### src/rtl/tick_rate_controller_if.sv
// Button inputs and tick/status outputs of the tick rate controller.
// master: the side that presses buttons and watches the tick.
// slave:  the controller itself.
interface tick_rate_controller_if;
    logic       speed_btn;
    logic       pause_btn;
    logic       step_btn;
    logic       tick;
    logic [1:0] speed_level;
    logic       running;

    modport master (
        output speed_btn,
        output pause_btn,
        output step_btn,
        input  tick,
        input  speed_level,
        input  running
    );

    modport slave (
        input  speed_btn,
        input  pause_btn,
        input  step_btn,
        output tick,
        output speed_level,
        output running
    );
endinterface

### src/rtl/tick_rate_controller.sv
// Tick rate controller: programmable-period tick generator with a four-level
// speed table and a run / pause / single-step state machine. Three raw
// pushbuttons are synchronised and rising-edge detected before use.
// Each PERIODn must be at least 2 and below 2**CNT_W.
module tick_rate_controller #(
    parameter int CNT_W   = 23,
    parameter int PERIOD0 = 1000,
    parameter int PERIOD1 = 2000,
    parameter int PERIOD2 = 4000,
    parameter int PERIOD3 = 8000
) (
    input  logic                  clk,
    input  logic                  nrst,
    tick_rate_controller_if.slave bus
);

    typedef enum logic [1:0] {
        ST_RUN    = 2'd0,
        ST_PAUSED = 2'd1,
        ST_STEP   = 2'd2
    } state_t;

    localparam logic [CNT_W-1:0] PER0_C = CNT_W'(PERIOD0);
    localparam logic [CNT_W-1:0] PER1_C = CNT_W'(PERIOD1);
    localparam logic [CNT_W-1:0] PER2_C = CNT_W'(PERIOD2);
    localparam logic [CNT_W-1:0] PER3_C = CNT_W'(PERIOD3);
    localparam logic [CNT_W-1:0] ONE_C  = CNT_W'(1);
    localparam logic [CNT_W-1:0] ZERO_C = {CNT_W{1'b0}};

    // Button bit order: [0] speed, [1] pause, [2] step.
    logic [2:0] btn_raw_s;
    logic [2:0] btn_meta_q;
    logic [2:0] btn_sync_q;
    logic [2:0] btn_prev_q;
    logic [2:0] btn_ev_s;
    logic       speed_ev_s;
    logic       pause_ev_s;
    logic       step_ev_s;

    state_t           state_q, state_d;
    logic [CNT_W-1:0] count_q, count_d;
    logic             tick_q, tick_d;
    logic [1:0]       level_q, level_d;
    logic             running_q;
    logic [CNT_W-1:0] period_sel_s;
    logic [CNT_W-1:0] period_last_s;

    assign btn_raw_s  = {bus.step_btn, bus.pause_btn, bus.speed_btn};

    // Two-flop synchroniser followed by a history flop for edge detection.
    always_ff @(posedge clk or negedge nrst) begin
        if (!nrst) begin
            btn_meta_q <= 3'b000;
            btn_sync_q <= 3'b000;
            btn_prev_q <= 3'b000;
        end else begin
            btn_meta_q <= btn_raw_s;
            btn_sync_q <= btn_meta_q;
            btn_prev_q <= btn_sync_q;
        end
    end

    // One-cycle event per synchronised rising edge; a held button fires once.
    assign btn_ev_s   = btn_sync_q & ~btn_prev_q;
    assign speed_ev_s = btn_ev_s[0];
    assign pause_ev_s = btn_ev_s[1];
    assign step_ev_s  = btn_ev_s[2];

    // Period lookup for the current speed level.
    always_comb begin
        period_sel_s = PER0_C;
        case (level_q)
            2'd0:    period_sel_s = PER0_C;
            2'd1:    period_sel_s = PER1_C;
            2'd2:    period_sel_s = PER2_C;
            2'd3:    period_sel_s = PER3_C;
            default: period_sel_s = PER0_C;
        endcase
        period_last_s = period_sel_s - ONE_C;
    end

    // Next-state, counter, tick and speed-level logic.
    always_comb begin
        state_d = state_q;
        count_d = count_q;
        tick_d  = 1'b0;
        level_d = level_q;
        case (state_q)
            ST_RUN: begin
                if (pause_ev_s) begin
                    // Count is held so that resuming continues mid-period.
                    state_d = ST_PAUSED;
                end else if (count_q >= period_last_s) begin
                    // >= keeps the counter bounded even if the period shrank.
                    count_d = ZERO_C;
                    tick_d  = ~speed_ev_s;
                end else begin
                    count_d = count_q + ONE_C;
                end
            end
            ST_PAUSED: begin
                if (pause_ev_s) begin
                    // Pause wins over a coincident step.
                    state_d = ST_RUN;
                end else if (step_ev_s) begin
                    state_d = ST_STEP;
                    tick_d  = 1'b1;
                end else begin
                    state_d = ST_PAUSED;
                end
            end
            ST_STEP: begin
                // Single-cycle state; events seen here are dropped.
                state_d = ST_PAUSED;
            end
            default: begin
                state_d = ST_RUN;
                count_d = ZERO_C;
            end
        endcase
        // A speed change restarts the period in every state.
        if (speed_ev_s) begin
            level_d = level_q + 2'd1;
            count_d = ZERO_C;
        end else begin
            level_d = level_q;
        end
    end

    // State, counter and registered outputs.
    always_ff @(posedge clk or negedge nrst) begin
        if (!nrst) begin
            state_q   <= ST_RUN;
            count_q   <= ZERO_C;
            tick_q    <= 1'b0;
            level_q   <= 2'd0;
            running_q <= 1'b1;
        end else begin
            state_q   <= state_d;
            count_q   <= count_d;
            tick_q    <= tick_d;
            level_q   <= level_d;
            running_q <= (state_d == ST_RUN);
        end
    end

    assign bus.tick        = tick_q;
    assign bus.speed_level = level_q;
    assign bus.running     = running_q;

endmodule

### src/flat_wrapper.sv
// flat-port wrapper written by rule: the top's interface ports become plain ports
module tick_rate_controller_flat 
#(
    parameter int CNT_W   = 23,
    parameter int PERIOD0 = 1000,
    parameter int PERIOD1 = 2000,
    parameter int PERIOD2 = 4000,
    parameter int PERIOD3 = 8000
)
  (clk, nrst, bus_speed_btn, bus_pause_btn, bus_step_btn, bus_tick, bus_speed_level, bus_running);
  tick_rate_controller_if bus_i ();
  input  logic clk;
  input  logic nrst;
  input wire logic [$bits(bus_i.speed_btn)-1:0] bus_speed_btn;
  input wire logic [$bits(bus_i.pause_btn)-1:0] bus_pause_btn;
  input wire logic [$bits(bus_i.step_btn)-1:0] bus_step_btn;
  output wire logic [$bits(bus_i.tick)-1:0] bus_tick;
  output wire logic [$bits(bus_i.speed_level)-1:0] bus_speed_level;
  output wire logic [$bits(bus_i.running)-1:0] bus_running;
  assign bus_i.speed_btn = bus_speed_btn;
  assign bus_i.pause_btn = bus_pause_btn;
  assign bus_i.step_btn = bus_step_btn;
  assign bus_tick = bus_i.tick;
  assign bus_speed_level = bus_i.speed_level;
  assign bus_running = bus_i.running;
  tick_rate_controller #(.CNT_W(CNT_W), .PERIOD0(PERIOD0), .PERIOD1(PERIOD1), .PERIOD2(PERIOD2), .PERIOD3(PERIOD3)) u_core (.clk(clk), .nrst(nrst), .bus(bus_i));
endmodule
### config.mk
export PLATFORM = sky130hd
export DESIGN_NAME = tick_rate_controller_flat
export DESIGN_NICKNAME = d
export VERILOG_FILES = /design/src/rtl/tick_rate_controller_if.sv /design/src/rtl/tick_rate_controller.sv /design/src/flat_wrapper.sv
export SDC_FILE = /design/constraint.sdc
export NUM_CORES = 1
export LEC_CHECK = 0
export ABC_AREA = 1
export BUFFER_PORTS_ARGS = -buffer_cell sky130_fd_sc_hd__buf_2
export CORE_MARGIN = 8
export CORE_UTILIZATION = 55
export CTS_BUF_LIST = sky130_fd_sc_hd__clkbuf_8
export CTS_CLUSTER_DIAMETER = 150
export CTS_CLUSTER_SIZE = 20
export DETAILED_ROUTE_END_ITERATION = 8
export PLACE_DENSITY = 0.72
export SYNTH_ARGS = -nofsm -noshare
export SYNTH_HDL_FRONTEND = slang
export SYNTH_SLANG_ARGS = --single-unit
export TNS_END_PERCENT = 5
### constraint.sdc
create_clock -name clk -period 4.85 [get_ports clk]
set_input_delay 0.7275 -clock clk [delete_from_list [all_inputs] [get_ports clk]]
set_output_delay 0.7275 -clock clk [all_outputs]
set_load 0.005 [all_outputs]
==> insert_results.sql <==
INSERT INTO impl_metrics (metric_group, metric, value, unit) VALUES
('setup_path', 'timing.setup.critical_path_class', 'register to register', ''),
('cells_and_area', 'drive_gt1_share', '11.3', '%'),
('routing', 'route.final.wire_length', '4.24', 'mm'),
('sta', 'finalSetupViolCount', '0', ''),
('floorplan', 'chipHeight', '79.9', 'um'),
('setup_path', 'regToRegStartpoint', 'u_core.bus.speed_level[0]', ''),
('floorplan', 'die-area', '0.00638', 'mm^2'),
('floorplan', 'floorplan.core_area', '0.00397', 'mm^2'),
('clock_network', 'cts_post_setup_buffers_inserted', '0', ''),
('routing', 'drt-wirelength-per-cell', '12.4', 'um'),
('sta', 'skew', '3.85', 'ps'),
('sta', 'final.period_utilization', '53.6', '%'),
('job', 'cap_viol_max_count', '0', ''),
('cells_and_area', 'final_net_count', '315', ''),
('synth', 'number_of_enable_flip_flop_cells_after_synthesis', '0', ''),
('placement', 'total_placed_cells_including_tap_cells', '333', ''),
('sta', 'post-route-min-period', '2600', 'ps'),
('synth', 'yosysUniqueCellTypes', '27', ''),
('sta', 'grt_setup_unrepaired', 'no', ''),
('routing', 'first_pass_iters', '4', ''),
('hold_path', 'worstHoldEndpoint', 'u_core.btn_sync_q[1]', ''),
('power', 'leakage_power_summed_over_all_cells', '0.00128', 'uW'),
('cells_and_area', 'stdcell_area', '0.00244', 'mm^2'),
('clock_network', 'cts-root-buf', 'clkbuf_8', ''),
('power', 'totalPowerFinal', '1020', 'uW'),
('cells_and_area', 'layoutNonFillerInstCount', '341', ''),
('setup_path', 'ff2ff_path_depth', '13', ''),
('setup_path', 'crit_arrival', '2820', 'ps'),
('synth', 'synth_area', '0.00224', 'mm^2'),
('sta', 'max_freq', '385', 'MHz'),
('placement', 'finalWeightedCongestion', '0.855', ''),
('global_route', 'grt_pass1_vias', '1722', ''),
('setup_path', 'crit-reg2reg-capture', 'u_core.count_q[2]', ''),
('synth', 'synth_ff_type', 'dfrtp_1', ''),
('status', 'run_status', 'finished, final reports clean', ''),
('placement', 'placement.io_buffers', '8', ''),
('power', 'areal_power_density_over_the_cells', '420', 'mW/mm^2'),
('setup_path', 'top_fanout_value_on_the_critical_path', '12', ''),
('floorplan', 'placement_rows', '23', ''),
('floorplan', 'start_util', '56.5', '%'),
('power', 'max-vdd-ir-drop', '323', 'uV'),
('synth', 'yosys.area.top_type', 'dfrtp_1', ''),
('sta', 'slew_at_the_pin_with_the_worst_max_slew_slack', '804', 'ps'),
('global_route', 'grt_antenna_before_repair', '0', ''),
('sta', 'setup_total_negative_slack', '0', 'ps'),
('routing', 'vias_per_cell', '5.06', ''),
('clock_network', 'tritoncts.num_buffers', '5', ''),
('synth', 'synth_top_area_share', '41.2', '%'),
('power', 'power_frac_clock', '31.4', '%'),
('clock_network', 'post_cts.resized_instances', '0', ''),
('power', 'power_report.internal_total', '670', 'uW'),
('cells_and_area', 'ant_diodes', '0', ''),
('synth', 'netlist_top_cells_area', 'dfrtp_1, nand2_1, ha_1', ''),
('clock_network', 'cts.sink_count', '38', ''),
('routing', 'drc', '0', ''),
('setup_path', 'cp-start-kind', 'register', ''),
('global_route', 'overflow', '0', ''),
('global_route', 'grt_first_pass_wirelength', '7.59', 'mm'),
('global_route', 'grt_max_degree', '39', ''),
('routing', 'route.vias.total', '1725', ''),
('sta', 'finalHoldViolations', '0', ''),
('cells_and_area', 'area_delta_synth_final', '8.64', '%'),
('global_route', 'grt.total_usage', '14.9', '%'),
('synth', 'synth_nets', '305', ''),
('synth', 'synthesis.area_per_instance', '8.02', 'um^2'),
('clock_network', 'cts-hold-fix-buffers', '0', ''),
('setup_path', 'worst_setup_path_end_kind', 'register', ''),
('synth', 'synth.most_common_cell', 'nand2_1', ''),
('sta', 'maxSlewHeadroom', '46.2', '%'),
('clock_network', 'max_h_tree_level', '2', ''),
('clock_network', 'worst_setup_hold_path_clk_slew', '80', 'ps');
power groups by stage:
stage / Sequential, uW / Clock, uW / Combinational, uW
3_3_place_gp: 386 / 0 / 311
3_5_place_dp: 389 / 0 / 318
4_1_cts: 384 / 326 / 320
5_1_grt: 391 / 338 / 367
2_1_floorplan: 385 / 0 / 250
6_report: 384 / 321 / 318
placed cells by master, fill, tap and decap left out, drive strengths merged, types with 5 or more instances in the layout:
master  netlist  final
nand2        74     74
ha           20     20
nor2         38     38
xor2          7      7
clkbuf        0      5
buf           5      8
nand4        19     19
dfrtp        37     37
nand3        12     12
o21ai         9      9
inv          43     43
worst max path at each step:
stage	start	depth (start not counted)	to	slack (ps)
6_report	u_core.bus.speed_level[0]	13	u_core.count_q[2]	2250
5_1_grt	u_core.bus.speed_level[0]	14	u_core.bus.tick	2000
4_1_cts	u_core.bus.speed_level[0]	13	u_core.count_q[2]	2220
3_5_place_dp	u_core.bus.speed_level[0]	13	u_core.count_q[2]	2250
3_3_place_gp	u_core.bus.speed_level[0]	14	u_core.bus.tick	2390
2_1_floorplan	u_core.bus.speed_level[0]	14	u_core.count_q[5]	2710
sequential cells by signal, indices dropped and copies added (netlist names):
signal                  flops
u_core.btn_sync_q           3
u_core.state_q              2
u_core.btn_meta_q           3
u_core.btn_prev_q           3
u_core.count_q             23
u_core.bus.running          1
u_core.bus.speed_level      2
u_core.bus.tick             1
cells by family after synthesis:
logic type	synth area share, %
AOI/OAI and AO/OA	4.52
xor gates and xnor gates	2.73
adders and majority gates	11.1
and+or+nand+nor	29.4
DFF	42.4
buffers and inverters	9.75
final cells by class:
| cell class | count | area, um^2 |
|---|---|---|
| sequential | 38 | 952 |
| clock buffer | 5 | 68.8 |
| clock inverter | 3 | 68.8 |
| multi-input combinational | 191 | 1070 |
| inverter | 46 | 173 |
| timing repair buffer | 8 | 40.0 |
| tap | 50 | 62.6 |
| fill | 361 | 1530 |
metrics by stage:
step | utilization, % | hold WS, ps
floorplan | - | 331
global placement | 57.9 | 332
detailed placement | 57.9 | 339
CTS | 61.4 | 357
global route | 61.4 | 359
finish | 61.4 | 353
metal layers:
| layer | track usage (%) | vias up | share of wire [%] |
|---|---|---|---|
| met5 | 0 | - | 0 |
| li1 | - | 901 | - |
| met2 | 23.7 | 37 | 46 |
| met4 | 5.64 | 0 | 1.8 |
| met1 | 19.1 | 779 | 47 |
| met3 | 3.72 | 8 | 5.5 |
critical path, cell delays in order (launching register included):
cell and delay [ps]:
dfrtp_1 460, inv_1 120, ha_1 270, or2_2 310
ha_1 310, nand2_1 70, nand2_1 40, nand2_1 50
nand2_1 50, nor2_1 110, nor2_1 50, nor2_2 380
nand2_2 130, o21ai_0 170
No activity file was read; power rests on OpenSTA's default activity.
